===== src/rtl/csi2_rx_pkg.sv =====
// Shared CSI-2 receive definitions: lane aligner states and the HS sync byte.
package csi2_rx_pkg;

  localparam int unsigned BYTE_W       = 8;
  localparam int unsigned SLIP_POS_W   = 3;
  localparam int unsigned ALIGN_ST_W   = 3;

  // HS leader sync byte as presented LSB-first by the deserializer.
  localparam logic [BYTE_W-1:0] DPHY_SYNC_BYTE = 8'hB8;

  typedef enum logic [ALIGN_ST_W-1:0] {
    ST_IDLE    = 3'd0,
    ST_SEARCH  = 3'd1,
    ST_SLIP    = 3'd2,
    ST_SETTLE  = 3'd3,
    ST_LOCKED  = 3'd4,
    ST_WAIT_LP = 3'd5
  } align_state_e;

endpackage


===== src/rtl/dphy_byte_align_ctrl.sv =====
// Per-lane D-PHY byte aligner: hunts for the HS sync byte after SoT and issues at
// most one deserializer bitslip per failed burst, flagging persistent misalignment.
module dphy_byte_align_ctrl
  import csi2_rx_pkg::*;
#(
  parameter logic [BYTE_W-1:0] SYNC_BYTE     = DPHY_SYNC_BYTE,
  parameter int unsigned       SEARCH_WINDOW = 16,
  parameter int unsigned       SETTLE_CYCLES = 3,
  parameter int unsigned       MAX_MISSES    = 8
) (
  input  logic                  clk_i,
  input  logic                  rst_n_i,
  input  logic                  hs_active_i,
  input  logic [BYTE_W-1:0]     byte_i,
  output logic                  bitslip_o,
  output logic                  aligned_o,
  output logic                  sync_det_o,
  output logic [SLIP_POS_W-1:0] slip_pos_o,
  output logic                  align_err_o
);

  localparam int unsigned WIN_W  = (SEARCH_WINDOW > 1) ? $clog2(SEARCH_WINDOW) : 1;
  localparam int unsigned SET_W  = (SETTLE_CYCLES > 1) ? $clog2(SETTLE_CYCLES) : 1;
  localparam int unsigned MISS_W = (MAX_MISSES > 0) ? $clog2(MAX_MISSES + 1) : 1;

  localparam logic [WIN_W-1:0]  WIN_LAST = WIN_W'(SEARCH_WINDOW - 1);
  localparam logic [SET_W-1:0]  SET_LAST = SET_W'(SETTLE_CYCLES - 1);
  localparam logic [MISS_W-1:0] MISS_MAX = MISS_W'(MAX_MISSES);

  align_state_e          state_q, state_d;
  logic                  hs_prev_q;
  logic [WIN_W-1:0]      win_q, win_d;
  logic [SET_W-1:0]      settle_q, settle_d;
  logic [MISS_W-1:0]     miss_q, miss_d;
  logic [SLIP_POS_W-1:0] slip_pos_d;
  logic                  bitslip_d;
  logic                  sync_det_d;
  logic                  aligned_d;
  logic                  align_err_d;
  logic                  hs_rise;

  // hs_prev_q resets high so a lane already in HS at reset release is ignored
  // until it goes back to LP and starts a fresh burst.
  assign hs_rise = hs_active_i & ~hs_prev_q;

  // Next-state and next-output decode.
  always_comb begin
    state_d     = state_q;
    win_d       = win_q;
    settle_d    = settle_q;
    miss_d      = miss_q;
    slip_pos_d  = slip_pos_o;
    align_err_d = align_err_o;
    bitslip_d   = 1'b0;
    sync_det_d  = 1'b0;

    case (state_q)
      ST_IDLE: begin
        if (hs_rise) begin
          state_d = ST_SEARCH;
          win_d   = '0;
        end
      end

      ST_SEARCH: begin
        if (!hs_active_i) begin
          state_d = ST_IDLE;
        end else if (byte_i == SYNC_BYTE) begin
          state_d     = ST_LOCKED;
          sync_det_d  = 1'b1;
          miss_d      = '0;
          align_err_d = 1'b0;
        end else if (win_q == WIN_LAST) begin
          state_d    = ST_SLIP;
          bitslip_d  = 1'b1;
          slip_pos_d = slip_pos_o + SLIP_POS_W'(1);
          if (miss_q != MISS_MAX) begin
            miss_d = miss_q + MISS_W'(1);
          end
          if (miss_d == MISS_MAX) begin
            align_err_d = 1'b1;
          end
        end else begin
          win_d = win_q + WIN_W'(1);
        end
      end

      ST_SLIP: begin
        settle_d = '0;
        state_d  = (SETTLE_CYCLES == 0) ? ST_WAIT_LP : ST_SETTLE;
      end

      // The settle runs to completion even if the burst ends underneath it.
      ST_SETTLE: begin
        if (settle_q == SET_LAST) begin
          state_d = ST_WAIT_LP;
        end else begin
          settle_d = settle_q + SET_W'(1);
        end
      end

      ST_LOCKED: begin
        if (!hs_active_i) begin
          state_d = ST_IDLE;
        end
      end

      ST_WAIT_LP: begin
        if (!hs_active_i) begin
          state_d = ST_IDLE;
        end
      end

      default: state_d = ST_IDLE;
    endcase

    aligned_d = (state_d == ST_LOCKED);
  end

  // State, counters and registered outputs.
  always_ff @(posedge clk_i or negedge rst_n_i) begin
    if (!rst_n_i) begin
      state_q     <= ST_IDLE;
      hs_prev_q   <= 1'b1;
      win_q       <= '0;
      settle_q    <= '0;
      miss_q      <= '0;
      bitslip_o   <= 1'b0;
      aligned_o   <= 1'b0;
      sync_det_o  <= 1'b0;
      slip_pos_o  <= '0;
      align_err_o <= 1'b0;
    end else begin
      state_q     <= state_d;
      hs_prev_q   <= hs_active_i;
      win_q       <= win_d;
      settle_q    <= settle_d;
      miss_q      <= miss_d;
      bitslip_o   <= bitslip_d;
      aligned_o   <= aligned_d;
      sync_det_o  <= sync_det_d;
      slip_pos_o  <= slip_pos_d;
      align_err_o <= align_err_d;
    end
  end

endmodule


===== config.mk =====
export PLATFORM = sky130hd
export DESIGN_NAME = dphy_byte_align_ctrl
export DESIGN_NICKNAME = d
export VERILOG_FILES = /design/src/rtl/csi2_rx_pkg.sv /design/src/rtl/dphy_byte_align_ctrl.sv
export SDC_FILE = /design/constraint.sdc
export NUM_CORES = 1
export LEC_CHECK = 0
export ABC_CLOCK_PERIOD_IN_PS = 2700
export CORE_UTILIZATION = 57
export DETAILED_ROUTE_END_ITERATION = 8
export PLACE_DENSITY = 0.81
export SLEW_MARGIN = 5
export SYNTH_ARGS = -nofsm -noshare
export SYNTH_HDL_FRONTEND = slang
export SYNTH_SLANG_ARGS = --single-unit

===== constraint.sdc =====
create_clock -name clk_i -period 2.7 [get_ports clk_i]
set_input_delay 0.405 -clock clk_i [delete_from_list [all_inputs] [get_ports clk_i]]
set_output_delay 0.405 -clock clk_i [all_outputs]
set_load 0.01 [all_outputs]

==> results of run 1 <==
[path summary, 6_finish.rpt]
| kind | startpoint | endpoint | slack (ps) | cells after the start |
|---|---|---|---|---|
| worst max register to register | state_q[2] | slip_pos_o[1] | 920 | 5 |
| worst max-delay path | hs_active_i | slip_pos_o[1] | 770 | 6 |
| min in group clk_i | slip_pos_o[2] | slip_pos_o[2] | 520 | 1 |
| worst min register to register | slip_pos_o[2] | slip_pos_o[2] | 520 | 1 |
| max in group asynchronous | rst_n_i | hs_prev_q | 2000 | 2 |
| worst min-delay path | rst_n_i | miss_q[2] | 420 | 2 |
[flip-flops by register name, summed over array words and instances (netlist names)]
| register | flops |
|---|---|
| slip_pos_o | 3 |
| state_q | 3 |
| hs_prev_q | 1 |
| settle_q | 2 |
| sync_det_o | 1 |
| align_err_o | 1 |
| bitslip_o | 1 |
| aligned_o | 1 |
| win_q | 4 |
| miss_q | 4 |
[cell usage in the layout (no fill, tap or decap), types with 2 or more instances in the layout]
master / synthesis / routed
a21o_1: 2 / 2
a21oi_1: 9 / 9
and2_1: 2 / 2
and4bb_2: 2 / 2
clkbuf_4: 0 / 3
clkdlybuf4s50_1: 0 / 17
dfrtp_1: 20 / 20
ha_1: 5 / 5
inv_1: 7 / 7
nand2_1: 11 / 11
nand2b_1: 2 / 2
nand3_1: 3 / 3
nand4_1: 2 / 2
nand4b_1: 3 / 3
nand4bb_1: 4 / 4
nor2_1: 2 / 2
nor2b_1: 2 / 2
nor3_1: 4 / 4
nor3b_1: 2 / 2
o21ai_1: 6 / 6
o22ai_1: 2 / 2
[through the flow]
step                cell area, um^2  hold slack, ps  util (%)  setup WS [ps]
floorplan                      1210             109         -           1240
global route                   1440             460      72.4            678
global placement               1410             489      71.0            550
finish                         1440             425      72.4            774
detailed placement             1410             508      71.0            467
CTS                            1440             432      72.4            801
[worst max-delay path, delay by kind of cell]
kind | cells | cell delay, ps
compound gates | 1 | 290
buf+inv | 2 | 690
mux | 1 | 290
simple gates | 2 | 450
[routing by layer]
| metal | vias up | global-route usage [%] | share of wire, % | wire length [um] |
|---|---|---|---|---|
| li1 | 476 | - | - | - |
| met1 | 473 | 32.3 | 45 | 1100 |
| met2 | 27 | 44.9 | 50 | 1220 |
| met3 | 7 | 2.26 | 3.6 | 88 |
| met4 | 0 | 6.67 | 1.6 | 39 |
| met5 | - | 0 | 0 | 0 |
[power by group through the flow]
stage                     clock network [mW]  registers (mW)  logic (mW)
after floorplan                            0           0.417       0.219
final                                  0.152           0.428       0.284
after detailed placement                   0           0.431       0.283
after CTS                              0.155           0.426       0.285
after global routing                   0.165           0.436       0.319
after global placement                     0           0.428       0.276
[layout make-up]
class	instances	area share [%]
tap	27	2.35
clock buffer	3	1.57
sequential	21	36.7
clock inverter	1	0.349
timing repair buffer	18	12.4
multi-input combinational	86	44.4
inverter	8	2.27
[kinds of logic (layout without fill, tap and decap cells)]
| group | Yosys count | in the layout |
|---|---|---|
| and+or+nand+nor | 47 | 47 |
| AOI/OAI and AO/OA | 30 | 30 |
| DFF | 21 | 21 |
| buffers and inverters | 10 | 30 |
| adders and majority gates | 5 | 5 |
| xor gates and xnor gates | 3 | 3 |
| muxes | 1 | 1 |
==> impl_metrics.json, run 1 <==
{
  "synth_top_family_by_area": "simple AND/OR/NAND/NOR gates",
  "regArea_um2": 527,
  "portBuffers": 17,
  "max_cap_viol_count": 0,
  "synth_compound_area_share_pct": 16.8,
  "die_w_um": 48.1,
  "min_period_ps": 1930,
  "grt_max_degree": 22,
  "clkTransAtPathRegs_ps": 120,
  "critical_path_class": "in -> reg",
  "synth-simple-area-share_pct": 26.7,
  "drt_iter0_drc": 34,
  "synth_edf_count": 0,
  "start_util_pct": 61.0,
  "synthesis.nets": 133,
  "dieArea_um2": 2310,
  "synthAdderAreaFrac_pct": 5.18,
  "internal_power_uw": 548,
  "multi_input_area_um2": 637,
  "place_inst": 160,
  "n_antenna_cell": 0,
  "p_leak_nw": 0.653,
  "grt_pass1_wl_um": 3970,
  "cp.required_ps": 2910,
  "fin_skew_ps": 2.90,
  "power_frac_clock_pct": 17.6,
  "synth-main-ff-cell": "dfrtp_1",
  "die_h_um": 48.1,
  "max_clock_freq_ghz": 0.519,
  "synthDistinctLibCells": 46,
  "core.rowCount": 16,
  "cts_made_buffers": 3,
  "yosys.area_share.xor_xnor_pct": 2.80,
  "grt_pass1_vias": 909,
  "drive_above_1_share_pct": 11.7,
  "htree_levels": 1,
  "cts.path.max_buffers": 2,
  "synth_seq_cells": 21,
  "tightest_slew_ps": 435,
  "p_sw_share_pct": 36.6,
  "hold_violations": 0,
  "dp_hpwl_um": 1880,
  "gp_congestion": 0.922,
  "drtPass1Iterations": 4,
  "ys_async_sr_fraction_pct": 100,
  "clock-root-buffer": "clkbuf_4",
  "synthTopCellsByCount": "dfrtp_1, nand2_1, a21oi_1",
  "routed_wl_um": 2460,
  "synthCells": 117,
  "syn_avg_cell_area_um2": 10.3,
  "comb_power_share_pct": 32.9,
  "synth_area_um2": 1210,
  "critPathLaunchType": "primary input",
  "cts_tree": "yes",
  "critPathSlowestCell": "clkdlybuf4s50_1",
  "cts_setup_buffers": 0,
  "holdCritPathClass": "in -> async",
  "setup_viol_count_final": 0,
  "synth_most_common_cell": "dfrtp_1",
  "vdd_drop_max_v": 0.000479,
  "area_growth_pct": 18.7,
  "num_vias": 983,
  "drc": 0,
  "path_max_fanout": 7,
  "critPathCaptureType": "flop",
  "yosysTopAreaCellShare_pct": 41.4,
  "power_uw": 864,
  "critPathMaxStageDelay_ps": 590,
  "fin_crit_sh_pct": 71.3,
  "cts.sinks": 21,
  "track_usage_pct": 25.1,
  "rsz0062_at_grt": "no",
  "yosys-top-cells-area": "dfrtp_1, ha_1, a21oi_1, nand4bb_1, nand2_1",
  "muxShareOfSynthArea_pct": 1.24,
  "outcome": "complete, no violations",
  "grt_overflow": 0,
  "fin_cells": 164,
  "antenna_found_initial": 0,
  "num-nets-final": 154,
  "core-area_um2": 1980,
  "worstPathArrival_ps": 2130,
  "seq_area_frac_synth_pct": 43.6,
  "p_seq_share_pct": 49.5,
  "cts_resized": 0,
  "clock_latency_ps": 310,
  "synth.largest_area_cell": "dfrtp_1",
  "ant_nets": 0,
  "drv_slew": 0,
  "cellPowerDensity_nw_per_um2": 602,
  "p_sw_uw": 316,
  "postCtsHoldBufs": 0,
  "routed_via_density": 5.99,
  "ys_warn_count": 0,
  "slew_headroom_pct": 70.8,
  "fill_cells": 147,
  "wire_per_inst_um": 15.0,
  "boundaryPins": 18,
  "crit_chain": "clkdlybuf4s50_1, nand4bb_1, a21oi_4, nand2_4, inv_4, mux2_4",
  "tns_ps": 0
}
No activity file was read; power rests on OpenSTA's default activity.
==> run 2: changes to the inputs <==
- ABC_CLOCK_PERIOD_IN_PS: 2700 -> 1700
- CORE_UTILIZATION: 57 -> 47
- PLACE_DENSITY: 0.81 -> 0.72
- clock period: 2.7 -> 1.7 ns (I/O delays scaled with it)
==> run 2 against run 1 <==
Net effect:
- highest routed layer unchanged
- sequential power grew 58%
- largest power group unchanged
- final cell count grew 11%
- total power grew 64%
- critical endpoint is now miss_q[3]
- non-clock buffer count grew 15
- cell area grew 8.5%
- via count grew 3.4%
==> impl_metrics.json, run 2 (same netlist as run 1, synthesis figures left out) <==
{
  "outcome": "complete, no violations",
  "comb_power_share_pct": 34.6,
  "drtPass1Iterations": 4,
  "rsz0062_at_grt": "no",
  "top_regs": "miss_q (4), win_q (4)",
  "slew_headroom_pct": 74.9,
  "cts_made_buffers": 3,
  "dp_hpwl_um": 1920,
  "max_clock_freq_ghz": 0.642,
  "cts.path.max_buffers": 2,
  "layout_common_cells": "dfrtp_1, clkdlybuf4s50_1, buf_4",
  "cp.required_ps": 1910,
  "clock-root-buffer": "clkbuf_4",
  "critPathCaptureType": "flop",
  "place_ws_ps": -64.7,
  "internal_power_uw": 907,
  "critPathSlowestCell": "dfrtp_1",
  "design_area_um2": 1560,
  "wl_met2_um": 1230,
  "wire_per_inst_um": 13.2,
  "drt_iter0_drc": 16,
  "clkTransAtPathRegs_ps": 120,
  "hold_violations": 0,
  "cts.sinks": 21,
  "portBuffers": 17,
  "core-area_um2": 2450,
  "grt_overflow": 0,
  "dieArea_um2": 2780,
  "grt_pass1_wl_um": 4290,
  "place_area_um2": 1520,
  "area_growth_pct": 28.9,
  "holdCritPathClass": "in -> async",
  "drive_above_1_share_pct": 22.4,
  "tns_ps": 0,
  "crit_chain": "ha_1, and3_2, nand4_1, a21o_1, a21o_1",
  "antenna_found_initial": 0,
  "dr_wl_met3_um": 48,
  "critPathMaxStageDelay_ps": 420,
  "critPathLaunchType": "flop",
  "cellPowerDensity_nw_per_um2": 910,
  "die_h_um": 52.7,
  "final_core_util_pct": 63.5,
  "p_sw_uw": 511,
  "num-nets-final": 169,
  "ant_nets": 0,
  "cts_setup_buffers": 0,
  "cts_resized": 0,
  "core.rowCount": 18,
  "drv_slew": 0,
  "path_max_fanout": 6,
  "fin_skew_ps": 3.70,
  "worst_slack_ps": 142,
  "num_vias": 1016,
  "postCtsHoldBufs": 0,
  "reg2reg_depth": 5,
  "clock_latency_ps": 310,
  "p_seq_share_pct": 47.7,
  "gp_congestion": 0.791,
  "htree_levels": 1,
  "boundaryPins": 18,
  "routed_wl_um": 2410,
  "cp.depth": 5,
  "fin_crit_sh_pct": 91.6,
  "critical_path_class": "reg -> reg",
  "power_frac_clock_pct": 17.7,
  "worst-path-buf-inv": 0,
  "layout_commonest_cell": "dfrtp_1",
  "start_util_pct": 49.2,
  "crit_top_cell": "a21o_1",
  "track_usage_pct": 21.1,
  "rr_startpoint": "win_q[0]",
  "highest_layer": "met4",
  "drt-met1-wl_um": 1100,
  "worstPathArrival_ps": 1770,
  "cts_tree": "yes",
  "p_sw_share_pct": 36.0,
  "min_period_ps": 1560,
  "crit_start": "win_q[0]",
  "fill_cells": 196,
  "routed_via_density": 5.58,
  "grt_pass1_vias": 1013,
  "tightest_slew_ps": 374,
  "max_cap_viol_count": 0,
  "grt_max_degree": 22,
  "drc": 0,
  "vdd_drop_max_v": 0.000675,
  "setup_viol_count_final": 0,
  "p_leak_nw": 0.719,
  "die_w_um": 52.7,
  "n_antenna_cell": 0,
  "path_delay_family": "simple AND/OR/NAND/NOR gates"
}
run 2: cell count changes in the layout (fill, tap and decap cells not counted), sizes merged:
| cell | delta |
|---|---|
| clkinvlp | +1 |
| clkinv | -1 |
| buf | +15 |
run 2: path summary, 6_finish.rpt:
check / to / slack, ps
hold reg to reg: slip_pos_o[2] / 520
min in group clk_i: slip_pos_o[2] / 520
max in group asynchronous: hs_prev_q / 1160
setup reg to reg: miss_q[3] / 140
hold / removal: bitslip_o / 270
setup / recovery: miss_q[3] / 140
run 2: metrics by stage:
stage / power [mW] / instances / hold slack, ps
after floorplan: 1.01 / 117 / -40.6
after global placement: 1.15 / 178 / 490
after detailed placement: 1.18 / 178 / 500
after CTS: 1.43 / 182 / 263
after global routing: 1.53 / 182 / 278
final: 1.42 / 182 / 269
run 2: final cells by class:
type,instances,area (um^2),share of cell area (%)
multi-input combinational,86,638,41.0
sequential,21,529,34.0
timing repair buffer,33,290,18.6
tap,30,37.5,2.41
inverter,8,32.5,2.09
clock buffer,3,22.5,1.45
clock inverter,1,7.51,0.482
run 2: routing by layer:
metal	vias up	track usage (%)
li1	505	-
met4	0	7.89
met2	8	37.1
met5	-	0
met1	499	25.4
met3	4	3.48
run 2: power groups by stage:
| stage | logic (mW) | clock network, mW | registers [mW] |
|---|---|---|---|
| after floorplan | 0.348 | 0 | 0.662 |
| after global placement | 0.468 | 0 | 0.678 |
| after detailed placement | 0.493 | 0 | 0.683 |
| after CTS | 0.494 | 0.264 | 0.674 |
| after global routing | 0.554 | 0.283 | 0.697 |
| final | 0.491 | 0.251 | 0.676 |
==> run 3: changes to the inputs <==
- CTS_CLUSTER_SIZE: default -> 24
- SKIP_CTS_REPAIR_TIMING: default -> 1
==> results of run 3 <==
No change in the layout: final DEF, timing and power equal those of run 2.
